<file path="src/rtl/seq_divider.sv">
// rtl/seq_divider.sv - radix-2 restoring divider, quotient then remainder on outBus
// Define SIGNED_DIV_EN for two's-complement division; otherwise operands are unsigned.
module seq_divider #(
  parameter int WIDTH = 6
) (
  input  logic             clk,
  input  logic             rst,
  input  logic             start,
  input  logic [WIDTH-1:0] inBus,
  output logic             busy,
  output logic             done,
  output logic             outSel,
  output logic             divZero,
  output logic [WIDTH-1:0] outBus
);

  localparam int CW = $clog2(WIDTH + 1);

  typedef enum logic [2:0] {IDLE, LOADD, CALC, FIX, OUTQ, OUTR} state_t;

  state_t           state;
  logic [WIDTH-1:0] dividend;
  logic [WIDTH-1:0] divisor;
  logic [WIDTH-1:0] regA;
  logic [WIDTH-1:0] regQ;
  logic [WIDTH-1:0] regDm;
  logic [CW-1:0]    count;

  logic [WIDTH:0]   shifted;
  logic [WIDTH+1:0] diff;
  logic             borrow;
  logic [WIDTH-1:0] dividendMag;
  logic [WIDTH-1:0] divisorMag;
  logic [WIDTH-1:0] quotient;
  logic [WIDTH-1:0] remainder;
  logic             isZero;

  always_comb begin
    shifted = {regA, regQ[WIDTH-1]};
    diff    = {1'b0, shifted} - {2'b00, regDm};
    // A trial that would not fit back into A can only come from a borrow.
    borrow  = diff[WIDTH+1] | diff[WIDTH];
    isZero  = (divisor == '0);
`ifdef SIGNED_DIV_EN
    dividendMag = dividend[WIDTH-1] ? -dividend : dividend;
    divisorMag  = inBus[WIDTH-1] ? -inBus : inBus;
    quotient    = (dividend[WIDTH-1] ^ divisor[WIDTH-1]) ? -regQ : regQ;
    remainder   = dividend[WIDTH-1] ? -regA : regA;
`else
    dividendMag = dividend;
    divisorMag  = inBus;
    quotient    = regQ;
    remainder   = regA;
`endif
    if (isZero) begin
      quotient  = '1;
      remainder = dividend;
    end
  end

  always_ff @(posedge clk) begin
    if (rst) begin
      state    <= IDLE;
      dividend <= '0;
      divisor  <= '0;
      regA     <= '0;
      regQ     <= '0;
      regDm    <= '0;
      count    <= '0;
      busy     <= 1'b0;
      done     <= 1'b0;
      outSel   <= 1'b0;
      divZero  <= 1'b0;
      outBus   <= '0;
    end else begin
      case (state)
        IDLE: begin
          if (start) begin
            dividend <= inBus;
            busy     <= 1'b1;
            state    <= LOADD;
          end
        end
        LOADD: begin
          divisor <= inBus;
          regA    <= '0;
          regQ    <= dividendMag;
          regDm   <= divisorMag;
          count   <= '0;
          state   <= CALC;
        end
        CALC: begin
          regA  <= borrow ? shifted[WIDTH-1:0] : diff[WIDTH-1:0];
          regQ  <= {regQ[WIDTH-2:0], ~borrow};
          count <= count + 1'b1;
          if (count == CW'(WIDTH - 1)) state <= FIX;
        end
        FIX: begin
          // The signed remainder is parked in A until the second result cycle.
          regA    <= remainder;
          outBus  <= quotient;
          done    <= 1'b1;
          outSel  <= 1'b0;
          divZero <= isZero;
          state   <= OUTQ;
        end
        OUTQ: begin
          outBus <= regA;
          outSel <= 1'b1;
          state  <= OUTR;
        end
        OUTR: begin
          busy    <= 1'b0;
          done    <= 1'b0;
          outSel  <= 1'b0;
          divZero <= 1'b0;
          outBus  <= '0;
          state   <= IDLE;
        end
        default: state <= IDLE;
      endcase
    end
  end

endmodule
</file>
<file path="config.mk">
export PLATFORM = sky130hd
export DESIGN_NAME = seq_divider
export DESIGN_NICKNAME = d
export VERILOG_FILES = /design/src/rtl/seq_divider.sv
export SDC_FILE = /design/constraint.sdc
export NUM_CORES = 1
export LEC_CHECK = 0
export ABC_AREA = 0
export CORE_UTILIZATION = 28
export DETAILED_ROUTE_END_ITERATION = 10
export GPL_ROUTABILITY_DRIVEN = 0
export HOLD_SLACK_MARGIN = 0.03
export PLACE_DENSITY = 0.53
export SETUP_SLACK_MARGIN = 0.4
export SYNTH_ARGS = -nofsm -noshare
export SYNTH_HDL_FRONTEND = slang
export SYNTH_SLANG_ARGS = --single-unit
</file>
<file path="constraint.sdc">
create_clock -name clk -period 3.36 [get_ports clk]
set_clock_uncertainty 0.05 [all_clocks]
set_input_delay 0.504 -clock clk [delete_from_list [all_inputs] [get_ports clk]]
set_output_delay 0.504 -clock clk [all_outputs]
set_load 0.005 [all_outputs]
</file>
Yosys cells after proc, flatten, opt, wreduce, memory -nomap -nowiden
Index checks and enable logic that the tools add are counted.

word-level totals
  input port bits = 9
  flip-flop bits (word level) = 40

operators by class
  equal/unequal tests = 9
  add/subtract/negate cells = 2
  multiplexer cells = 15
  reduce and logical (&&, ||, !) cells = 13
  bitwise logic cells = 2

operators by type and width
  operator                                       count
  one-hot mux 6 bit (3 select lines)             2
  two-way mux 6 bit                              3
  one-hot mux 3 bit (5 select lines)             1
  one-hot mux 6 bit (2 select lines)             1
  == test 3 bit, second input constant           3
  one-hot mux 1 bit (2 select lines)             4
  AND reduction 2 bit                            4
  nonzero test 2 bit                             4
  subtractor 7 x 6 -> 8 bit                      1
  == test 3 x 2 -> 1 bit, second input constant  2
  logical NOT 6 bit                              1
  two-way mux 3 bit                              2
  != test 2 bit, second input constant           3
  one-hot mux 3 bit (2 select lines)             1
  nonzero test 3 bit                             2
  adder 3 x 1 -> 3 bit, second input constant    1
  == test 3 x 1 -> 1 bit, second input constant  1
  logical NOT 3 bit                              1
  OR reduction 2 bit                             1
  two-way mux 1 bit                              1
  NOT 1 bit                                      1
  bitwise OR 1 bit                               1

Logic depth before layout (Yosys ltp)
Gate-level depths: netlist (run 1).

  depth after elaboration = 4
  gate-level depth with buffers = 9
  mapped depth without buffers = 8

Least setup slack after synthesis (run 1)
Ideal clock, no wire load.

  path type = reg2reg
  from = register regQ[5]
  to = register regA[2]
  arrival time = 2.261 ns
  cell stages (with the launch flop) = 10
  required time = 3.215 ns
  setup slack = 0.954 ns
  cell sequence = dfxtp_1 inv_1 ha_1 fa_1 nand2b_1 a2111oi_0 o21ai_1 and2_0 clkbuf_1 o311ai_1

between the ends
  word-level cells in the longest chain between the ends = 4

ends and longest elaborated chain
  element                               line  RTL
  from (decl)                           25    logic [WIDTH-1:0] regQ;
  from (signal assigned)                87    regQ <= dividendMag;
  from (signal assigned)                94    regQ <= {regQ[WIDTH-2:0], ~borrow};
  subtractor 7 x 6 -> 8 bit *           40    diff = {1'b0, shifted} - {2'b00, regDm};
  bitwise OR 1 bit                      42    borrow = diff[WIDTH+1] | diff[WIDTH];
  two-way mux 6 bit *                   93    regA <= borrow ? shifted[WIDTH-1:0] : diff[WIDTH-1:0];
  one-hot mux 6 bit (3 select lines) *  76    case (state)
  to (signal assigned)                  93
  to (signal assigned)                  100   regA <= remainder;
  to (decl)                             24    logic [WIDTH-1:0] regA;

Every way passes the cells marked *; elsewhere a longest branch is shown, timed or not.
A chain may end at the register's enable or synchronous reset.

Worst setup path after layout (run 1)
Same ends and word-level chain as after synthesis.

==> results, run 1 <==
- The startpoint identified for the worst hold timing path is done.
- Along the worst hold path, the cell count comes to 2.
- Summed over all failing endpoints, the final setup total negative slack is 0 ns.
- The core region is 7767 um2.
- In this run, CTS created clock tree buffers numbering 5.
- The worst register-to-register path has a depth of 8.
- IR analysis of the VDD net gives a maximum drop of 200.5 uV.
- The worst register-to-register path has a setup slack of 0.64 ns.
- The area of the multi-input gates is 1328 um2.
- Pin placement for this block handled 19 I/O pins.
- Including well taps, the total number of placed cells is 388.
- The clock sink total is 40.
- The static leakage is around 0.96 nW.
- The count of nets left with antenna violations once routing finished came out at 0.
- The floorplan step set the die width to 91.81 um.
- The top cell type by area accounts for 35.46% of the synthesized area.
- Synthesis inferred 40 register bits.
- Setup repair after global routing left no endpoint under its margin.
- The H-tree generated during clock tree synthesis spans 2 levels.
- The prevailing post-synth register cell is sky130_fd_sc_hd__dfxtp_1.
- The initial antenna violation count is 0.
- The total vias in the final route is 2052.
- The floorplan step defined a die boundary enclosing 8429 um2.
- The starting density of the core is between 20% and 30%.
- The number of distinct library cell variants in the gate-level netlist after synthesis is 46.
- In this run the cell area of the synthesized design comes to between 2000 and 2500 um2.
- The library cell with the highest instance count after synthesis is sky130_fd_sc_hd__nor2_1.
- The total congestion overflow after global routing is 0.
- The maximum fanout encountered on the critical timing path is 7.
- The number of flops mapped to enable cells by yosys is 0.
- For the worst setup path, the data required time is 3.51 ns.
- The net count of the finished layout is 311.
- The endpoint of the worst-slack reg-to-reg timing path is regA[2].
- The hold violation count in the final report is 0.
- By count the netlist is led by sky130_fd_sc_hd__nor2_1 (48), sky130_fd_sc_hd__dfxtp_1 (40), sky130_fd_sc_hd__a21oi_1 (32).
- The post-route netlist has 8.163% of its cells at a drive strength greater than 1.
- The number of pins exceeding their max-slew limit in the final report is 0.
- The worst path uses between 80% and 90% of the clock period.
- Buffers added to address setup during post-CTS repair amount to 0.
- sky130_fd_sc_hd__dfxtp_1 takes more of the synthesized area than any other cell.
- Sorting the synthesized cells by area gives the leading types as sky130_fd_sc_hd__dfxtp_1 (35%), sky130_fd_sc_hd__nor2_1 (8.0%), sky130_fd_sc_hd__a21oi_1 (7.1%).
- The row count is 32.
- For this run, design rule violations remaining after detail routing come to 0.
- Summing all non-filler instances in the final layout gives an area of between 2000 and 3000 um2.
- Entering global routing, the biggest net connects 34 pins.
- Based on the critical path, the design can be clocked at up to 0.3679 GHz.
- The Yosys step of the flow raised 0 warnings.
- The final-report setup violation count is 0.
- For hold timing, the worst endpoint is done.
- The repair_antennas step left the layout with diodes totalling 0.
- The later pin in the worst-skew pair is clocked with a latency of 0.30 ns.
- The synthesized area per cell is 8.009 um2.
- The worst hold-check slack is between 0.4 and 0.5 ns.
- The via-per-instance ratio is 5.182.
- The HPWL reported at the end of detailed placement is 4121 um.
- The total of buffers placed on input and output ports is 18.
- The filler-free cell count of the finished design is 396.
- STA classifies the critical path endpoint as a flip-flop.
- The count of hold-fix buffers inserted at cts is 0.
- Summing all placed instances gives a cell area of 2526 um2.
- The critical path in this run is classified as flip-flop to flip-flop.
- For this run, the register share of the synthesized area comes to between 30% and 40%.
- TritonCTS built the clock tree.
- From bottom edge to top edge, the die measures around 90 um.
- The register clock-pin slew on the reported worst setup and hold paths is 0.08 ns.
- The largest buffer count on any clock path is 2.
- The launch point of the worst path is regQ[5].
- The first global-routing pass estimated 9777 um of wire.
- In the final layout, flip-flops and latches occupy around 800 um2.
- The clock period minus final worst setup slack is 2.718 ns.
- The worst setup path is launched from a flip-flop.
- From synthesis to final layout, the design area changed by 17.45%.
- The via count of the first global-routing pass is 1925.
- In this run the power density over the cells is roughly 550 nW/um2.
- The per-cell routed wire length is approximately 15 um.
- Across the run, the number of max-cap violations was 0.
- In this run, post-CTS repair resized a total of 0 instances.
- The root cell of the clock tree is sky130_fd_sc_hd__clkbuf_8.
- The global-route total usage across every layer is 14.65%.
- The first TritonRoute pass finished after 4 iterations.
- The share of async-settable or async-resettable flops after synthesis is 0%.
- In this run the critical register-to-register path is launched from regQ[5].
- The run finished with clean final reports.
- Data on the critical path arrives at its endpoint at 2.87 ns.
- At the pin with the least slew margin, the transition time is approximately 0.86 ns.
- In this run the tightest slew margin relative to its limit is 42.48%.
- The class of the most critical hold timing path is flip-flop to flip-flop.
- Counting the fill cells in the layout gives 855.
- The wire length reported by the detailed router is a little under 6000 um.
- The cell count after synthesis is approximately 280.
- The number of nets handed over by synthesis was 300.
- Overall power consumption after layout is estimated at ~1.5 mW.
- The violation count after the first detailed-route iteration is 243.
sequential cells by signal, indices dropped and copies added, names as in the netlist:
register,flops
done,1
state,3
regA,6
regQ,6
divZero,1
busy,1
dividend,6
regDm,6
outBus,6
outSel,1
count,3
worst max-delay path by stage:
stage	to	slack, ns	cells after the start
after detailed placement	regA[2]	0.71	8
after global routing	regA[1]	0.41	8
after global placement	regA[2]	0.76	8
after floorplan	regA[2]	0.95	9
final	regA[2]	0.64	8
after CTS	regA[2]	0.67	8
metal layers:
layer,GRT usage [%],routed length (um),vias to the layer above
met3,1.741,176,6
met5,0,0,-
met2,21.74,2565,48
met4,4.688,51,0
met1,21.86,3073,967
li1,-,-,1031
power by group:
| group | switching (mW) | total (mW) | internal (mW) |
|---|---|---|---|
| logic | 0.272 | 0.459 | 0.187 |
| registers | 0.0490 | 0.573 | 0.524 |
| clock network | 0.178 | 0.440 | 0.262 |
logic make-up after synthesis:
group / after synthesis / synth area share [%]
AND/OR/NAND/NOR: 99 / 21.05
AO/OA/AOI/OAI: 84 / 23.38
flip-flops: 40 / 35.46
buffers and inverters: 32 / 5.761
multiplexers: 13 / 7.092
adder cells (fa/ha/maj): 9 / 5.319
XOR/XNOR: 5 / 1.939
critical path: stages (launching register included):
cell and delay [ns]:
sky130_fd_sc_hd__dfxtp_1 0.39, sky130_fd_sc_hd__inv_1 0.09, sky130_fd_sc_hd__ha_1 0.23, sky130_fd_sc_hd__fa_1 0.40, sky130_fd_sc_hd__nand2b_1 0.19, sky130_fd_sc_hd__a2111oi_0 0.37, sky130_fd_sc_hd__o21ai_1 0.26, sky130_fd_sc_hd__and2_0 0.32
sky130_fd_sc_hd__o311ai_1 0.32
per-stage QoR:
stage	utilization (%)	setup WS, ns
floorplan	-	0.9541
global placement	32.52	0.7630
detailed placement	32.52	0.7147
CTS	34.15	0.6690
global route	34.15	0.4124
finish	34.15	0.6416
layout by cell type (no fill, tap or decap), types with 2 or more instances in the layout:
master                             n
sky130_fd_sc_hd__o21ai_0          11
sky130_fd_sc_hd__o211ai_1          2
sky130_fd_sc_hd__dfxtp_1          40
sky130_fd_sc_hd__nor2_1           48
sky130_fd_sc_hd__nor2b_1           8
sky130_fd_sc_hd__ha_1              8
sky130_fd_sc_hd__o21ai_1           2
sky130_fd_sc_hd__nor3b_1           2
sky130_fd_sc_hd__xnor2_1           4
sky130_fd_sc_hd__o22ai_1           7
sky130_fd_sc_hd__a31oi_1           2
sky130_fd_sc_hd__a211oi_1          5
sky130_fd_sc_hd__a21o_1            2
sky130_fd_sc_hd__inv_1            11
sky130_fd_sc_hd__mux2i_1           7
sky130_fd_sc_hd__mux2_4            6
sky130_fd_sc_hd__nand2_1          15
sky130_fd_sc_hd__nand2b_1          4
sky130_fd_sc_hd__nand4_1           6
sky130_fd_sc_hd__a22oi_1           6
sky130_fd_sc_hd__o311ai_1          4
sky130_fd_sc_hd__nand3b_1          3
sky130_fd_sc_hd__a21oi_1          32
sky130_fd_sc_hd__clkdlybuf4s50_1  18
sky130_fd_sc_hd__nor3_1            5
sky130_fd_sc_hd__clkbuf_8          7
sky130_fd_sc_hd__buf_4             6
sky130_fd_sc_hd__a2111oi_0         6
cell type report:
class,instances,area share [%]
timing repair buffer,24,8.491
tap,102,4.811
clock inverter,1,1.132
clock buffer,7,3.632
inverter,12,1.698
multi-input combinational,210,50.05
sequential,40,30.19
Power figures use the tool's default switching activity.
==> run 2: changes to the inputs <==
==> constraint.sdc (replaced) <==
create_clock -name clk -period 2.6 [get_ports clk]
set_clock_uncertainty 0.05 [all_clocks]
set_input_delay 0.39 -clock clk [delete_from_list [all_inputs] [get_ports clk]]
set_output_delay 0.39 -clock clk [all_outputs]
set_load 0.005 [all_outputs]
==> results, run 2 (synthesized netlist as in run 1, its figures left out) <==
- Result of the run: finished clean (unchanged).
- The total of buffers placed on input and output ports is 18 (unchanged).
- The height of the die was 91.81 um (unchanged).
- The worst relative slew slack is 63.45% (was 42.48%).
- The category of the worst setup path capture point is a flip-flop (unchanged).
- The filler cell count came to 855 (unchanged).
- The CTS tree is built (unchanged).
- The clock network fraction of total power is 25.9% (was 29.9%).
- The DRC violations left is 0 (unchanged).
- The share of total power consumed by net switching was 35.39% (was 33.90%).
- The largest buffer count on any clock path is 2 (unchanged).
- The global-route total usage across every layer was 15.27% (was 14.65%).
- The worst reg2reg path startpoint was regDm[2] (was regQ[5]).
- The class of the most critical hold timing path is flip-flop to flip-flop (unchanged).
- The total congestion overflow after global routing is 0 (unchanged).
- The initial antenna violation count is 0 (unchanged).
- The most common cell after layout, fill and taps aside was sky130_fd_sc_hd__nor2_1 (unchanged).
- The power dissipated by switching net loads is 0.7011 mW (was 0.4988 mW).
- The peak ir drop on the vdd network is 209.7 uV (was 200.5 uV).
- The global-route wire length before repair is 10210 um (was 9777 um).
- The portion of total power attributed to combinational logic is 36.5% (was 31.2%).
- The cell family with the largest share of critical-path delay is simple AND/OR/NAND/NOR gates (was compound AO/OA/AOI/OAI gates).
- The total vias in the final route is 2070 (was 2052).
- Worst path cell trace: or4_4 > or4b_4 > mux2_4 > nand2_4 > o311ai_4 (was inv_1 > ha_1 > fa_1 > nand2b_1 > a2111oi_0 > o21ai_1 > and2_0 > o311ai_1).
- The clock period minus final worst setup slack is 2.170 ns (was 2.718 ns).
- The internal power of the cells is 1.280 mW (was 0.9727 mW).
- The wire length reported by the detailed router was 6041 um (was 5867 um).
- The slew at the pin closest to its max-slew limit is 0.5443 ns (was 0.8562 ns).
- The share of the core filled with cells is 35.63% (was 34.15%).
- The class of the most critical setup path was flip-flop to flip-flop (unchanged).
- The largest stage delay on the critical path is 0.63 ns (was 0.40 ns).
- The number of nets at the end of the flow is 317 (was 311).
- The startpoint of the lowest-slack hold path was done (unchanged).
- The worst hold-check slack is 0.4208 ns (was 0.4212 ns).
- The number of pins exceeding their max-slew limit in the final report is 0 (unchanged).
- The maximum fanout encountered on the critical timing path is 6 (was 7).
- The hold-critical path depth is 2 (unchanged).
- The reg-to-reg setup timing slack is 0.43 ns (was 0.64 ns).
- The starting density of the core came to 29.08% (unchanged).
- The number of routed nets with antenna violations is 0 (unchanged).
- The worst reg2reg path depth is 5 (was 8).
- The final-report setup violation count is 0 (unchanged).
- The count of boundary I/O pins is 19 (unchanged).
- The fraction of final layout cells sized beyond drive strength 1 came to 14.33% (was 8.163%).
- The clock latency on the worst-skew pair is 0.29 ns (was 0.30 ns).
- The violation count after the first detailed-route iteration is 152 (was 243).
- The launch point of the worst path is regDm[2] (was regQ[5]).
- The maximum level of the CTS H-tree was 2 (unchanged).
- Unrepaired setup endpoints after global routing: true (was false).
- The root cell of the clock tree is sky130_fd_sc_hd__clkbuf_8 (unchanged).
- The logic depth of the worst path, buffers included is 5 (was 8).
- The static leakage was 1.025 nW (was 0.9597 nW).
- The via-per-instance ratio is 5.149 (was 5.182).
- The row count is 32 (unchanged).
- The library cell contributing the largest single delay on the critical path is sky130_fd_sc_hd__or4b_4 (was sky130_fd_sc_hd__fa_1).
- The number of buffer and inverter instances along the worst setup path is 0 (was 1).
- The area added between synthesis and finish is 22.55% (was 17.45%).
- The area of the die is 8429 um2 (unchanged).
- The count of hold-fix buffers inserted at cts was 0 (unchanged).
- The number of violations of the max-capacitance limit is 0 (unchanged).
- The signal arrival time at the worst endpoint came to 2.29 ns (was 2.87 ns).
- The per-cell routed wire length was 15.03 um (was 14.82 um).
- The number of antenna repair diodes is 0 (unchanged).
- The largest net degree at the start of global routing is 32 (was 34).
- The number of CTS-inserted buffers is 5 (unchanged).
- The horizontal die dimension is 91.81 um (unchanged).
- The type of origin of the critical path is a flip-flop (unchanged).
- The first-pass iteration count of the detailed router is 5 (was 4).
- The sum of negative setup slack is 0 ns (unchanged).
- The via count of the first global-routing pass is 1953 (was 1925).
- The HPWL reported at the end of detailed placement is 4214 um (was 4121 um).
- The period utilization is 83.47% (was 80.91%).
- The power density over cell area came to 715.7 nW/um2 (was 554.8 nW/um2).
- The area inside the core boundary is 7767 um2 (unchanged).
- Most frequent cells in the layout: sky130_fd_sc_hd__nor2_1 (48), sky130_fd_sc_hd__dfxtp_1 (38), sky130_fd_sc_hd__a21oi_1 (32), sky130_fd_sc_hd__clkdlybuf4s50_1 (18), sky130_fd_sc_hd__nand2_1 (13) (was sky130_fd_sc_hd__nor2_1 (48), sky130_fd_sc_hd__dfxtp_1 (40), sky130_fd_sc_hd__a21oi_1 (32), sky130_fd_sc_hd__clkdlybuf4s50_1 (18), sky130_fd_sc_hd__nand2_1 (15)).
- The maximum clock frequency came to 0.4608 GHz (was 0.3679 GHz).
- The clock sink total is 40 (unchanged).
- The part of the power in registers was 37.5% (was 38.9%).
- The data required time at the worst endpoint came to 2.72 ns (was 3.51 ns).
- The register clock-pin slew on the reported worst setup and hold paths came to 0.08 ns (about the same).
- The hold violation count in the final report was 0 (unchanged).
## run 2: path summary, 6_finish.rpt
path / to
max: regA[5]
min: done
max reg2reg: regA[5]
min reg2reg: done
## run 2: area by class of cell
cell class / count / area [um2] / share of cell area (%)
inverter: 12 / 45.04 / 1.627
sequential: 40 / 803.3 / 29.02
clock buffer: 6 / 72.57 / 2.622
clock inverter: 2 / 35.03 / 1.266
tap: 102 / 127.6 / 4.611
multi-input combinational: 210 / 1414 / 51.09
timing repair buffer: 30 / 270.3 / 9.765
## run 2: stage by stage
stage | setup slack [ns] | cells | cell area [um2] | power [mW]
2_1_floorplan | 0.4238 | 282 | 2306 | 1.232
3_3_place_gp | 0.3231 | 392 | 2603 | 1.403
3_5_place_dp | 0.2064 | 392 | 2603 | 1.409
4_1_cts | 0.4296 | 401 | 2739 | 1.963
5_1_grt | 0.3937 | 402 | 2768 | 2.097
6_report | 0.4297 | 402 | 2768 | 1.981
## run 2: tightest hold or removal path, delay by kind of cell (launching register included)
| family | cells | cell delay [ns] |
|---|---|---|
| and+or+nand+nor | 1 | 0.05 |
| DFF | 1 | 0.32 |
| AOI/OAI and AO/OA | 1 | 0.05 |
## run 2: power groups by stage
stage / Combinational [mW] / Sequential, mW / Clock [mW]
after floorplan: 0.495 / 0.737 / 0
after global placement: 0.646 / 0.757 / 0
after detailed placement: 0.652 / 0.757 / 0
after CTS: 0.698 / 0.744 / 0.521
after global routing: 0.792 / 0.753 / 0.552
final: 0.724 / 0.744 / 0.513
## run 2: timing repair
action	4_1_cts	5_1_grt
buffers inserted	1	1
endpoints found under the setup margin	7	4
pin swaps	0	2
resized for setup	6	5
## run 2: metal layers
layer,wire [um],track usage [%],up-vias
met5,0,0,-
met4,63,4.688,0
met3,203,2.570,5
met2,2763,23.18,43
met1,3010,21.98,971
li1,-,-,1051
==> run 3: changes to the inputs <==
==> constraint.sdc (replaced) <==
create_clock -name clk -period 2.1 [get_ports clk]
set_clock_uncertainty 0.05 [all_clocks]
set_input_delay 0.315 -clock clk [delete_from_list [all_inputs] [get_ports clk]]
set_output_delay 0.315 -clock clk [all_outputs]
set_load 0.005 [all_outputs]
==> results, run 3 (synthesized netlist as in run 1, its figures left out) <==
- Result of the run: finished with violations (was finished clean).
- The checks that failed: setup timing.
- The data required time at the worst endpoint came to 2.23 ns (was 2.72 ns).
- The area inside the core boundary was 7767 um2 (unchanged).
- Most frequent cells in the layout: sky130_fd_sc_hd__nor2_1 (48), sky130_fd_sc_hd__dfxtp_1 (39), sky130_fd_sc_hd__a21oi_1 (32), sky130_fd_sc_hd__buf_4 (22), sky130_fd_sc_hd__clkdlybuf4s50_1 (18) (was sky130_fd_sc_hd__nor2_1 (48), sky130_fd_sc_hd__dfxtp_1 (38), sky130_fd_sc_hd__a21oi_1 (32), sky130_fd_sc_hd__clkdlybuf4s50_1 (18), sky130_fd_sc_hd__nand2_1 (13)).
- Worst path cell trace: or4_4 > or4b_4 > buf_6 > mux2_4 > nand2_1 > o311ai_2 (was or4_4 > or4b_4 > mux2_4 > nand2_4 > o311ai_4).
- The static leakage came to 1.085 nW (was 1.025 nW).
- The number of CTS-inserted buffers is 5 (unchanged).
- The area of the multi-input gates was 1421 um2 (was 1414 um2).
- The largest net degree at the start of global routing is 32 (unchanged).
- The horizontal die dimension is 91.81 um (unchanged).
- The count of boundary I/O pins is 19 (unchanged).
- The maximum clock frequency is 0.4570 GHz (was 0.4608 GHz).
- The cell family with the largest share of critical-path delay is simple AND/OR/NAND/NOR gates (unchanged).
- The clock period minus final worst setup slack is 2.188 ns (was 2.170 ns).
- The violation count after the first detailed-route iteration is 146 (was 152).
- The global-route total usage across every layer is 15.09% (was 15.27%).
- The initial antenna violation count is 0 (unchanged).
- The worst reg2reg path depth was 6 (was 5).
- The largest stage delay on the critical path was 0.54 ns (was 0.63 ns).
- The total of buffers placed on input and output ports is 18 (unchanged).
- The logic depth of the worst path, buffers included is 6 (was 5).
- The library cell contributing the largest single delay on the critical path is sky130_fd_sc_hd__or4_4 (was sky130_fd_sc_hd__or4b_4).
- The root cell of the clock tree is sky130_fd_sc_hd__clkbuf_8 (unchanged).
- The DRC violations left is 0 (unchanged).
- The maximum level of the CTS H-tree is 2 (unchanged).
- The class of the most critical hold timing path is flip-flop to flip-flop (unchanged).
- The total vias in the final route is 2136 (was 2070).
- The number of pins exceeding their max-slew limit in the final report is 0 (unchanged).
- The via count of the first global-routing pass is 2026 (was 1953).
- The total congestion overflow after global routing is 0 (unchanged).
- The minimum setup slack in the final design is -0.08822 ns (was 0.4297 ns).
- The largest buffer count on any clock path is 2 (unchanged).
- The class of the most critical setup path is flip-flop to flip-flop (unchanged).
- The hold violation count in the final report came to 0 (unchanged).
- The via-per-instance ratio was 5.147 (was 5.149).
- The global-route wire length before repair is 10180 um (was 10210 um).
- The count of hold-fix buffers inserted at cts is 0 (unchanged).
- The post-route cell area came to 2932 um2 (was 2768 um2).
- The type of origin of the critical path is a flip-flop (unchanged).
- The power density over cell area came to 920.0 nW/um2 (was 715.7 nW/um2).
- The height of the die is 91.81 um (unchanged).
- The fraction of final layout cells sized beyond drive strength 1 came to 18.21% (was 14.33%).
- The number of routed nets with antenna violations is 0 (unchanged).
- The CTS tree is built (unchanged).
- The final-report setup violation count came to 7 (was 0).
- The filler-free cell count of the finished design is 415 (was 402).
- Unrepaired setup endpoints after global routing: true (unchanged).
- The row count is 32 (unchanged).
- The area of the die is 8429 um2 (unchanged).
- The area added between synthesis and finish is 29.81% (was 22.55%).
- The hold-critical path depth came to 2 (unchanged).
- The HPWL reported at the end of detailed placement was 4249 um (was 4214 um).
- The sequential cell area in the final layout is 802.0 um2 (was 803.3 um2).
- The maximum fanout encountered on the critical timing path is 6 (unchanged).
- The cell area reported after detailed placement is 2706 um2 (was 2603 um2).
- The category of the worst setup path capture point is a flip-flop (unchanged).
- The clock sink total is 40 (unchanged).
- The number of antenna repair diodes is 0 (unchanged).
- The first-pass iteration count of the detailed router is 4 (was 5).
- The peak ir drop on the vdd network is 418.4 uV (was 209.7 uV).
- The number of buffer and inverter instances along the worst setup path was 1 (was 0).
- The placed cell count is 405 (was 392).
- The period utilization came to 104.2% (was 83.47%).
- The slew at the pin closest to its max-slew limit is 0.5653 ns (was 0.5443 ns).
- The most common cell after layout, fill and taps aside is sky130_fd_sc_hd__nor2_1 (unchanged).
- The number of nets at the end of the flow was 331 (was 317).
- The wire length reported by the detailed router came to 5980 um (was 6041 um).
- The clock latency on the worst-skew pair was 0.30 ns (was 0.29 ns).
- The power after layout is 2.697 mW (was 1.981 mW).
- The per-cell routed wire length was 14.41 um (was 15.03 um).
- The starting density of the core was 29.08% (unchanged).
- The pre-CTS worst setup slack was -0.07628 ns (was 0.2064 ns).
- The register clock-pin slew on the reported worst setup and hold paths is 0.08 ns (about the same).
- The signal arrival time at the worst endpoint is 2.31 ns (was 2.29 ns).
- The filler cell count was 811 (was 855).
- The worst relative slew slack came to 62.04% (was 63.45%).
- The number of violations of the max-capacitance limit is 0 (unchanged).
## run 3: changes by cell type in the layout (fill, tap and decap cells not counted), sizes merged
cell / before / now
bufinv: 1 / 2
buf: 12 / 26
clkinv: 1 / 0
clkbuf: 6 / 5
## run 3: final timing paths
path	slack, ns	start	end
max	-0.09	regDm[2]	regA[0]
min	0.42	done	done
max reg2reg	-0.09	regDm[2]	regA[0]
min reg2reg	0.42	done	done
## run 3: layout make-up
type | instances | area share [%]
Inverter | 12 | 1.793
Multi-Input combinational cell | 210 | 48.48
Tap cell | 102 | 4.353
Clock buffer | 5 | 2.347
Clock inverter | 2 | 2.049
Sequential cell | 40 | 27.36
Timing Repair Buffer | 44 | 13.62
## run 3: metal layers
metal,vias up,wire length (um),GRT usage (%)
met5,-,0,0
met4,0,104,4.688
met3,15,203,2.736
met2,50,2562,22.37
met1,994,3110,22.01
li1,1077,-,-
## run 3: worst min-delay path: stages (launching register included)
cell and delay, ns:
sky130_fd_sc_hd__dfxtp_1 0.32, sky130_fd_sc_hd__nand2_1 0.05, sky130_fd_sc_hd__a21oi_1 0.05
## run 3: timing repair
| item | in CTS | in global routing |
|---|---|---|
| buffers inserted | 1 | 2 |
| endpoints found under the hold margin | 0 | 0 |
| resized for setup | 7 | 13 |
| setup endpoints to repair | 19 | 27 |
| pin swaps | 4 | 5 |
## run 3: power by group
part	internal, mW	switching (mW)
logic	0.491	0.531
clock network	0.468	0.288
registers	0.838	0.0803
total	1.80	0.899
## run 3: through the flow
step / util, % / hold WS, ns / TNS, ns
after floorplan: - / 0.4036 / -0.2952
final: 37.74 / 0.4240 / -0.3017
after global placement: 34.84 / 0.4022 / -0.2741
after detailed placement: 34.84 / 0.4134 / -0.4079
after global routing: 37.74 / 0.4716 / -0.6974
after CTS: 36.86 / 0.4251 / -0.3515
